===== src/rtl/dsp_operand_slave_if.sv =====
// Wishbone classic bus bundle between an initiator and the DSP operand slave.
interface dsp_operand_slave_if #(
  parameter int AW = 6
);
  logic [AW-1:0] wb_adr_i;
  logic [31:0]   wb_dat_i;
  logic [3:0]    wb_sel_i;
  logic          wb_we_i;
  logic          wb_cyc_i;
  logic          wb_stb_i;
  logic [31:0]   wb_dat_o;
  logic          wb_ack_o;
  logic          wb_err_o;

  modport master (
    output wb_adr_i, wb_dat_i, wb_sel_i, wb_we_i, wb_cyc_i, wb_stb_i,
    input  wb_dat_o, wb_ack_o, wb_err_o
  );

  modport slave (
    input  wb_adr_i, wb_dat_i, wb_sel_i, wb_we_i, wb_cyc_i, wb_stb_i,
    output wb_dat_o, wb_ack_o, wb_err_o
  );
endinterface


===== src/rtl/dsp_operand_slave.sv =====
// Wishbone slave holding DSP operand RAM plus a CTRL/STAT word at the top address.
// Define DSP_OPERAND_SLAVE_ERR_EN to terminate sel==0 and start-while-busy transfers with err.
module dsp_operand_slave #(
  parameter int AW          = 6,
  parameter int WAIT_STATES = 1
) (
  input  logic                wb_clk,
  input  logic                wb_rst,
  dsp_operand_slave_if.slave  wb,
  output logic                dsp_start_o,
  input  logic                dsp_done_i
);

  localparam logic [AW-1:0] CTRL_ADR = '1;
  localparam logic [3:0]    WS_LOAD  = (WAIT_STATES > 0) ? 4'(WAIT_STATES - 1) : 4'd0;

  typedef enum logic [1:0] {IDLE, WAIT, RESP} state_e;

  state_e        state_q, state_d;
  logic [3:0]    cnt_q, cnt_d;
  logic          busy_q, busy_d;
  logic          done_q, done_d;
  logic          start_q, start_d;
  logic [AW-1:0] adr_q, adr_d;
  logic          we_q, we_d;
  logic [3:0]    sel_q, sel_d;
  logic [31:0]   dat_q, dat_d;
  logic [31:0]   mem_q [2**AW];

  logic          is_ctrl;
  logic          start_req;
  logic          err_cond;
  logic          resp;
  logic          commit;
  logic [3:0]    mem_lane_we;
  logic [31:0]   rdata;

  always_comb begin
    is_ctrl   = (adr_q == CTRL_ADR);
    start_req = we_q & is_ctrl & sel_q[0] & dat_q[0];
`ifdef DSP_OPERAND_SLAVE_ERR_EN
    err_cond  = (sel_q == 4'b0000) | (start_req & busy_q);
`else
    err_cond  = 1'b0;
`endif
    resp      = (state_q == RESP);
    commit    = resp & we_q & ~err_cond;
    rdata     = is_ctrl ? {30'd0, done_q, busy_q} : mem_q[adr_q];

    wb.wb_ack_o = resp & ~err_cond;
    wb.wb_err_o = resp & err_cond;
    wb.wb_dat_o = (wb.wb_ack_o & ~we_q) ? rdata : 32'd0;
    dsp_start_o = start_q;
  end

  always_comb begin
    state_d     = state_q;
    cnt_d       = cnt_q;
    adr_d       = adr_q;
    we_d        = we_q;
    sel_d       = sel_q;
    dat_d       = dat_q;
    busy_d      = busy_q;
    done_d      = done_q;
    start_d     = 1'b0;
    mem_lane_we = 4'b0000;

    case (state_q)
      IDLE: begin
        if (wb.wb_cyc_i && wb.wb_stb_i) begin
          adr_d = wb.wb_adr_i;
          we_d  = wb.wb_we_i;
          sel_d = wb.wb_sel_i;
          dat_d = wb.wb_dat_i;
          if (WAIT_STATES > 0) begin
            state_d = WAIT;
            cnt_d   = WS_LOAD;
          end else begin
            state_d = RESP;
          end
        end
      end
      WAIT: begin
        // Initiator abandoning the cycle discards the latched transfer.
        if (!wb.wb_cyc_i)     state_d = IDLE;
        else if (cnt_q == 0)  state_d = RESP;
        else                  cnt_d   = cnt_q - 4'd1;
      end
      RESP:    state_d = IDLE;
      default: state_d = IDLE;
    endcase

    if (dsp_done_i) busy_d = 1'b0;

    if (commit) begin
      if (is_ctrl) begin
        if (sel_q[0]) begin
          if (dat_q[0] && !busy_q) begin
            start_d = 1'b1;
            busy_d  = 1'b1;
          end
          if (dat_q[1]) done_d = 1'b0;
        end
      end else begin
        mem_lane_we = sel_q;
      end
    end

    // Completion arriving alongside a clear keeps the flag set.
    if (dsp_done_i) done_d = 1'b1;
  end

  always_ff @(posedge wb_clk or negedge wb_rst) begin
    if (!wb_rst) begin
      state_q <= IDLE;
      cnt_q   <= 4'd0;
      busy_q  <= 1'b0;
      done_q  <= 1'b0;
      start_q <= 1'b0;
    end else begin
      state_q <= state_d;
      cnt_q   <= cnt_d;
      busy_q  <= busy_d;
      done_q  <= done_d;
      start_q <= start_d;
    end
  end

  always_ff @(posedge wb_clk) begin
    adr_q <= adr_d;
    we_q  <= we_d;
    sel_q <= sel_d;
    dat_q <= dat_d;
    for (int i = 0; i < 4; i++) begin
      if (mem_lane_we[i]) mem_q[adr_q][8*i +: 8] <= dat_q[8*i +: 8];
    end
  end

endmodule


===== src/flat_wrapper.sv =====
// flat-port wrapper written by rule: the top's interface ports become plain ports
module dsp_operand_slave_flat 
#(
  parameter int AW          = 6,
  parameter int WAIT_STATES = 1
)
  (wb_clk, wb_rst, dsp_start_o, dsp_done_i, wb_wb_adr_i, wb_wb_dat_i, wb_wb_sel_i, wb_wb_we_i, wb_wb_cyc_i, wb_wb_stb_i, wb_wb_dat_o, wb_wb_ack_o, wb_wb_err_o);
  dsp_operand_slave_if #(.AW(AW)) wb_i ();
  input  logic wb_clk;
  input  logic wb_rst;
  output logic dsp_start_o;
  input  logic dsp_done_i;
  input wire logic [$bits(wb_i.wb_adr_i)-1:0] wb_wb_adr_i;
  input wire logic [$bits(wb_i.wb_dat_i)-1:0] wb_wb_dat_i;
  input wire logic [$bits(wb_i.wb_sel_i)-1:0] wb_wb_sel_i;
  input wire logic [$bits(wb_i.wb_we_i)-1:0] wb_wb_we_i;
  input wire logic [$bits(wb_i.wb_cyc_i)-1:0] wb_wb_cyc_i;
  input wire logic [$bits(wb_i.wb_stb_i)-1:0] wb_wb_stb_i;
  output wire logic [$bits(wb_i.wb_dat_o)-1:0] wb_wb_dat_o;
  output wire logic [$bits(wb_i.wb_ack_o)-1:0] wb_wb_ack_o;
  output wire logic [$bits(wb_i.wb_err_o)-1:0] wb_wb_err_o;
  assign wb_i.wb_adr_i = wb_wb_adr_i;
  assign wb_i.wb_dat_i = wb_wb_dat_i;
  assign wb_i.wb_sel_i = wb_wb_sel_i;
  assign wb_i.wb_we_i = wb_wb_we_i;
  assign wb_i.wb_cyc_i = wb_wb_cyc_i;
  assign wb_i.wb_stb_i = wb_wb_stb_i;
  assign wb_wb_dat_o = wb_i.wb_dat_o;
  assign wb_wb_ack_o = wb_i.wb_ack_o;
  assign wb_wb_err_o = wb_i.wb_err_o;
  dsp_operand_slave #(.AW(AW), .WAIT_STATES(WAIT_STATES)) u_core (.wb_clk(wb_clk), .wb_rst(wb_rst), .wb(wb_i), .dsp_start_o(dsp_start_o), .dsp_done_i(dsp_done_i));
endmodule

===== config.mk =====
export PLATFORM = sky130hd
export DESIGN_NAME = dsp_operand_slave_flat
export DESIGN_NICKNAME = d
export VERILOG_FILES = /design/src/rtl/dsp_operand_slave_if.sv /design/src/rtl/dsp_operand_slave.sv /design/src/flat_wrapper.sv
export SDC_FILE = /design/constraint.sdc
export NUM_CORES = 2
export LEC_CHECK = 0
export BUFFER_PORTS_ARGS = -buffer_cell sky130_fd_sc_hd__buf_2
export CORE_ASPECT_RATIO = 1.25
export CORE_MARGIN = 8
export CORE_UTILIZATION = 40
export CTS_CLUSTER_DIAMETER = 200
export DETAILED_ROUTE_END_ITERATION = 8
export PLACE_DENSITY_LB_ADDON = 0.1
export SLEW_MARGIN = 20
export SYNTH_ARGS = -nofsm -noshare
export SYNTH_HDL_FRONTEND = slang
export SYNTH_SLANG_ARGS = --single-unit

===== constraint.sdc =====
create_clock -name wb_clk -period 7.7 [get_ports wb_clk]
set_input_delay 1.54 -clock wb_clk [delete_from_list [all_inputs] [get_ports wb_clk]]
set_output_delay 1.54 -clock wb_clk [all_outputs]
set_load 0.1 [all_outputs]

# [Yosys cells after proc, flatten, opt, wreduce, memory -nomap -nowiden]
# Memories as Yosys holds them, arrays and structs flattened. A register that Yosys moved wholly into a read port is not among the register bits.
# Cells that the tools add are included.
[totals] reg_bits=52 mem_bits_rw=2048 inputBits=48 output_inout_bits=35 n_memories=1
[op_classes] n_addsub=1 n_eq_ne=7 n_mux=35 bitwise_logic=3 n_reduce_logical=14
[memory_table] memory="u_core.mem_q" words=64 width=32 rd=1 rd_ports_with_merged_regs=1 wr=1 line_no="dsp_operand_slave.sv:28" rtl="logic [31:0] mem_q [2**AW];"
[ops] op="$mux 32" count=2
[ops] op="$mux 1" count=22
[ops] op="$mux 4" count=5
[ops] op="$reduce_bool 2->1" count=5
[ops] op="$pmux 4 s2" count=1
[ops] op="$reduce_and 4->1" count=2
[ops] op="$eq 6x6->1 const B" count=1
[ops] op="$mux 2" count=3
[ops] op="$mux 6" count=1
[ops] op="$logic_not 4->1" count=1
[ops] op="$ne 2x2->1 const B" count=2
[ops] op="$pmux 2 s2" count=1
[ops] op="$reduce_and 2->1" count=2
[ops] op="$sub 4x1->4 const B" count=1
[ops] op="$ne 3x2->1 const B" count=1
[ops] op="$and 1x1->1" count=2
[ops] op="$eq 2x1->1 const B" count=1
[ops] op="$eq 2x2->1 const B" count=1
[ops] op="$logic_and 1x1->1" count=2
[ops] op="$logic_not 2->1" count=1
[ops] op="$ne 2x1->1 const B" count=1
[ops] op="$logic_not 1->1" count=1
[ops] op="$not 1->1" count=1

# [Depth between registers and ports, before layout]
[logic_depth] depth_word=6 depth_mapped=12

# [Worst setup path after synthesis]
# Ideal clock, no wire load.
[synth_path] path_type="register to output" from="reg u_core.state_q[0]" to="out wb_wb_dat_o[30]" arrival_time_ns=4.651 required_time_ns=6.160 setup_slack_ns=1.509 stages_incl_launch_ff=5 n_path_buf=0 path_cell_list="dfrtp_1 > nor2b_1 > nor2b_1 > nand3_1 > o21ai_0"
[synth_between] elab_chain_cells=3
[synth_rtl] element="start: declaration" line_no="dsp_operand_slave.sv:19" rtl="state_e state_q, state_d;"
[synth_rtl] element="start signal: assignment" line_no="dsp_operand_slave.sv:121" rtl="state_q <= state_d;"
[synth_rtl] element="$eq 2x2->1" line_no="dsp_operand_slave.sv:46" rtl="resp = (state_q == RESP);"
[synth_rtl] element="named net wb_wb_ack_o" line_no="flat_wrapper.sv:20" rtl="output wire logic [$bits(wb_i.wb_ack_o)-1:0] wb_wb_ack_o;"
[synth_rtl] element="$and 1x1->1" line_no="dsp_operand_slave.sv:52" rtl="wb.wb_dat_o = (wb.wb_ack_o & ~we_q) ? rdata : 32'd0;"
[synth_rtl] element="$mux 32" line_no="dsp_operand_slave.sv:52"
[synth_rtl] element="end: declaration" line_no="flat_wrapper.sv:19" rtl="output wire logic [$bits(wb_i.wb_dat_o)-1:0] wb_wb_dat_o;"
# The timed path passes the listed nets, and every way through them passes these cells.

# [Worst setup path after layout]
[layout_path] from="reg u_core.state_q[0]" to="out wb_wb_dat_o[18]"
[layout_between] elab_chain_cells=3
[layout_rtl] element="$eq 2x2->1" line_no="dsp_operand_slave.sv:46"
[layout_rtl] element="$and 1x1->1" line_no="dsp_operand_slave.sv:52"
[layout_rtl] element="$mux 32" line_no="dsp_operand_slave.sv:52"
# Every way passes these cells.

==> results.py <==
metrics = {
    "status": {
        "status": "finished, final reports clean",
    },
    "worst_setup_path": {
        "worstSetupEndpointType": "output port",
        "timing_worst_setup_path_type": "flop to output port",
        "critical_path.top_delay_family": "simple AND/OR/NAND/NOR gates",
        "worst_path_max_delay_cell": "sky130_fd_sc_hd__nor2_1",
        "setup.worst_path.start_class": "flop",
        "cp.arrival_ns": 4.75,
        "critical_path.n_buffers_inverters": 2,
        "regToRegSetupSlack_ns": 3.96,
        "timing.critical_path.cells": "nor2b_1 > buf_4 > nor2b_1 > nand2_1 > nor2_1 > o221ai_1 > o22ai_1 > buf_2",
        "crit_top_cell": "sky130_fd_sc_hd__nor2b_1",
        "crit_path_max_fanout": 6,
        "data_required_time_at_the_worst_endpoint_ns": 6.16,
        "timing.critical_path.slowest_cell_delay_ns": 0.82,
    },
    "power": {
        "combinationalPowerShare": 0.100,
        "p_int_mw": 19.5,
        "total_switching_power_mw": 5.98,
        "worst_ir_drop_vdd_mv": 0.253,
        "cellLeakagePower_nw": 28.2,
        "clkPwrFrac": 0.397,
        "power_density_of_the_placed_cells_nw_per_um2": 278,
        "sw_frac_of_total": 0.234,
        "seqPwrFrac": 0.503,
    },
    "global_routing": {
        "grt_first_pass_wirelength_um": 315000,
        "gr-usage-met2": 0.356,
        "number_of_antenna_violations_at_the_first_check_in_global_routing": 9,
        "track_usage": 0.206,
        "globalRouteMet1Util": 0.258,
        "grt_use_met3": 0.0448,
        "grt_max_degree": 86,
        "grt.overflow.total": 0,
        "grt_most_used_layer": "met2",
        "via_count_of_the_first_global_routing_pass": 39000,
    },
    "clock_network": {
        "cts.sinks": 2106,
        "root_buffer": "sky130_fd_sc_hd__clkbuf_16",
        "hold_buffers": 0,
        "numCtsBuffers": 211,
        "post_cts.repair.setup_buffers": 0,
        "clock_tree.buffer_depth": 3,
        "cts_resized": 0,
        "clock_latency_ns": 0.85,
        "register_clock_pin_slew_on_the_reported_worst_setup_and_hold_paths_ns": 0.06,
        "cts_max_level": 4,
        "tritoncts": "yes",
    },
    "routing": {
        "vias_per_cell": 5.58,
        "drc": 0,
        "first_pass_iters": 7,
        "postRouteAntennaNets": 0,
        "routed_wl_um": 225000,
        "drt_iter0_drc": 3712,
        "drt-wirelength-per-cell_um": 33.7,
        "routed_via_count": 37300,
    },
    "sta": {
        "max-slew-margin-rel": 0.213,
        "fin_setup_tns_ns": 0,
        "min_period_over_period": 0.817,
        "tightest_slew_ns": 1.18,
        "fmax_mhz": 159,
        "skew_ns": 0.0298,
        "report.final.setup_viol": 0,
        "report.final.slew_viol_count": 0,
        "grt_setup_unrepaired": "no",
        "post-route-min-period_ns": 6.29,
        "fin_ws_ns": 1.41,
        "report.final.hold_viol_count": 0,
    },
    "die": {
        "initial_utilization": 0.401,
        "die_area_um2": 218000,
        "die_h_um": 520,
        "core_region_area_um2": 203000,
        "top_level_ports": 83,
        "placement_row_count": 185,
        "die_w_um": 419,
    },
    "synthesis": {
        "yosysWarnings": 0,
        "yosys-mux-area-fraction": 0.173,
        "post_synth_xor_area_fraction": 0.000216,
        "ys_seq_area_frac": 0.778,
        "post_synth_edffs": 2091,
        "yosys.cell_types.count": 48,
        "combinational_family_with_the_most_area_after_synthesis": "multiplexers",
        "post_synth_fa_ha_maj_area_fraction": 0.000154,
        "synth-compound-area-share": 0.0114,
        "yosys_register_bits": 2106,
        "basic_gate_share_of_the_synthesized_area_counting_and_or_nand_and_nor_cells": 0.0247,
        "postSynthCellCount": 3591,
        "postSynth.asyncResetShare": 0.00427,
        "synth_area_per_cell_um2": 22.6,
        "post_synth_instance_area_um2": 81200,
        "synth_flop_cell": "sky130_fd_sc_hd__edfxtp_1",
    },
    "placed_design": {
        "dp_slack_ns": 2.12,
        "dpl-instance-area_um2": 85000,
        "gp_routability_congestion": 0.789,
        "detailed_place_hpwl_um": 139000,
        "io_buffer_count": 81,
    },
    "final_layout": {
        "design_area_um2": 91800,
        "nets": 3852,
        "layout.cells.most_common": "sky130_fd_sc_hd__edfxtp_1",
        "area.growth.synth_to_final_pct": 13.1,
        "post_route_cells_drive_above_1_share": 0.276,
        "finalCoreUtilization": 0.453,
        "final_cell_mix": "sky130_fd_sc_hd__edfxtp_1 (2091), sky130_fd_sc_hd__mux4_2 (590), sky130_fd_sc_hd__nor2_1 (261)",
    },
    "job": {
        "maxCapViolCount": 0,
    },
    "hold_path": {
        "hold_class": "flop to flop",
    },
}
-- power groups by stage --
stage	Clock, mW	Combinational, mW	Sequential (mW)
2_1_floorplan	0	1.64	13.1
3_3_place_gp	0	2.60	13.1
3_5_place_dp	0	2.62	13.1
4_1_cts	10.3	2.62	12.8
5_1_grt	10.8	2.70	12.8
6_report	10.1	2.55	12.8
-- state kept, by name, summed over array words and instances, names as in the netlist, named ones only --
name,flops
u_core.mem_q,2048
u_core.dat_q,32
u_core.adr_q,6
u_core.cnt_q,4
u_core.sel_q,4
u_core.state_q,2
u_core.busy_q,1
u_core.done_q,1
u_core.dsp_start_o,1
u_core.we_q,1
-- worst min-delay path, cell delays in order (launching register included) --
cell and delay (ns):
sky130_fd_sc_hd__dfrtp_1 0.35, sky130_fd_sc_hd__nand2_1 0.05, sky130_fd_sc_hd__nand2_1 0.05
-- final timing paths --
check / startpoint / end / cells past startpoint
min in group asynchronous: wb_rst / u_core.cnt_q[3]$_DFFE_PN0P_ / 1
hold reg to reg: u_core.done_q$_DFFE_PN0P_ / u_core.done_q$_DFFE_PN0P_ / 2
setup reg to reg: u_core.adr_q[5]$_DFFE_PP_ / u_core.mem_q[57][19]$_DFFE_PP_ / 6
hold / removal: u_core.done_q$_DFFE_PN0P_ / u_core.done_q$_DFFE_PN0P_ / 2
setup / recovery: u_core.state_q[0]$_DFFE_PN0P_ / wb_wb_dat_o[18] / 8
max in group asynchronous: wb_rst / u_core.done_q$_DFFE_PN0P_ / 1
-- layout make-up --
| type | count | area, um^2 |
|---|---|---|
| fill | 17000 | 111000 |
| antenna | 12 | 30.0 |
| clock buffer | 255 | 5530 |
| multi-input combinational | 1307 | 17200 |
| tap | 2711 | 3390 |
| clock inverter | 117 | 1220 |
| inverter | 5 | 18.8 |
| timing repair buffer | 172 | 1320 |
| sequential | 2106 | 63200 |
-- cells in the mapped netlist, drive strengths merged, types with 3 or more instances --
library cell / count / share of area
a211oi: 22 / 0.0020
a21oi: 15 / 0.00092
a221o: 12 / 0.0015
a22o: 12 / 0.0013
a22oi: 15 / 0.0014
a311oi: 4 / 0.00043
a31oi: 10 / 0.00077
and2: 11 / 0.00085
and3: 3 / 0.00023
and3b: 6 / 0.00065
buf: 105 / 0.0080
clkbuf: 100 / 0.0046
dfrtp: 9 / 0.0028
dfxtp: 6 / 0.0015
edfxtp: 2091 / 0.77
inv: 5 / 0.00023
mux2: 18 / 0.0025
mux2i: 53 / 0.0065
mux4: 590 / 0.16
nand2: 141 / 0.0066
nand3: 20 / 0.0012
nand4: 3 / 0.00023
nor2: 272 / 0.013
nor2b: 15 / 0.0012
nor3: 4 / 0.00037
nor3b: 6 / 0.00055
o211ai: 7 / 0.00065
o221ai: 5 / 0.00054
o22ai: 14 / 0.0011
-- per-layer routing --
metal / part of all wire / routed length [um] / vias to the layer above
li1: - / - / 15500
met1: 0.40 / 89100 / 20500
met2: 0.52 / 117000 / 1016
met3: 0.055 / 12300 / 307
met4: 0.030 / 6800 / 4
met5: 0.00014 / 31 / -
-- through the flow --
step                      hold WS, ns  power [mW]  instances
after global routing            0.511        26.3       6679
after CTS                       0.484        25.8       6672
after detailed placement        0.471        15.7       6300
after global placement          0.463        15.7       6299
final                           0.484        25.5       6685
after floorplan                 0.444        14.8       3623
-- logic make-up after synthesis --
| kind of cell | after synthesis |
|---|---|
| buffers and inverters | 210 |
| AOI/OAI and AO/OA | 125 |
| xor gates and xnor gates | 2 |
| adders and majority gates | 1 |
| muxes | 661 |
| and+or+nand+nor | 485 |
| other | 1 |
| DFF | 2106 |
Power figures use the tool's default switching activity.
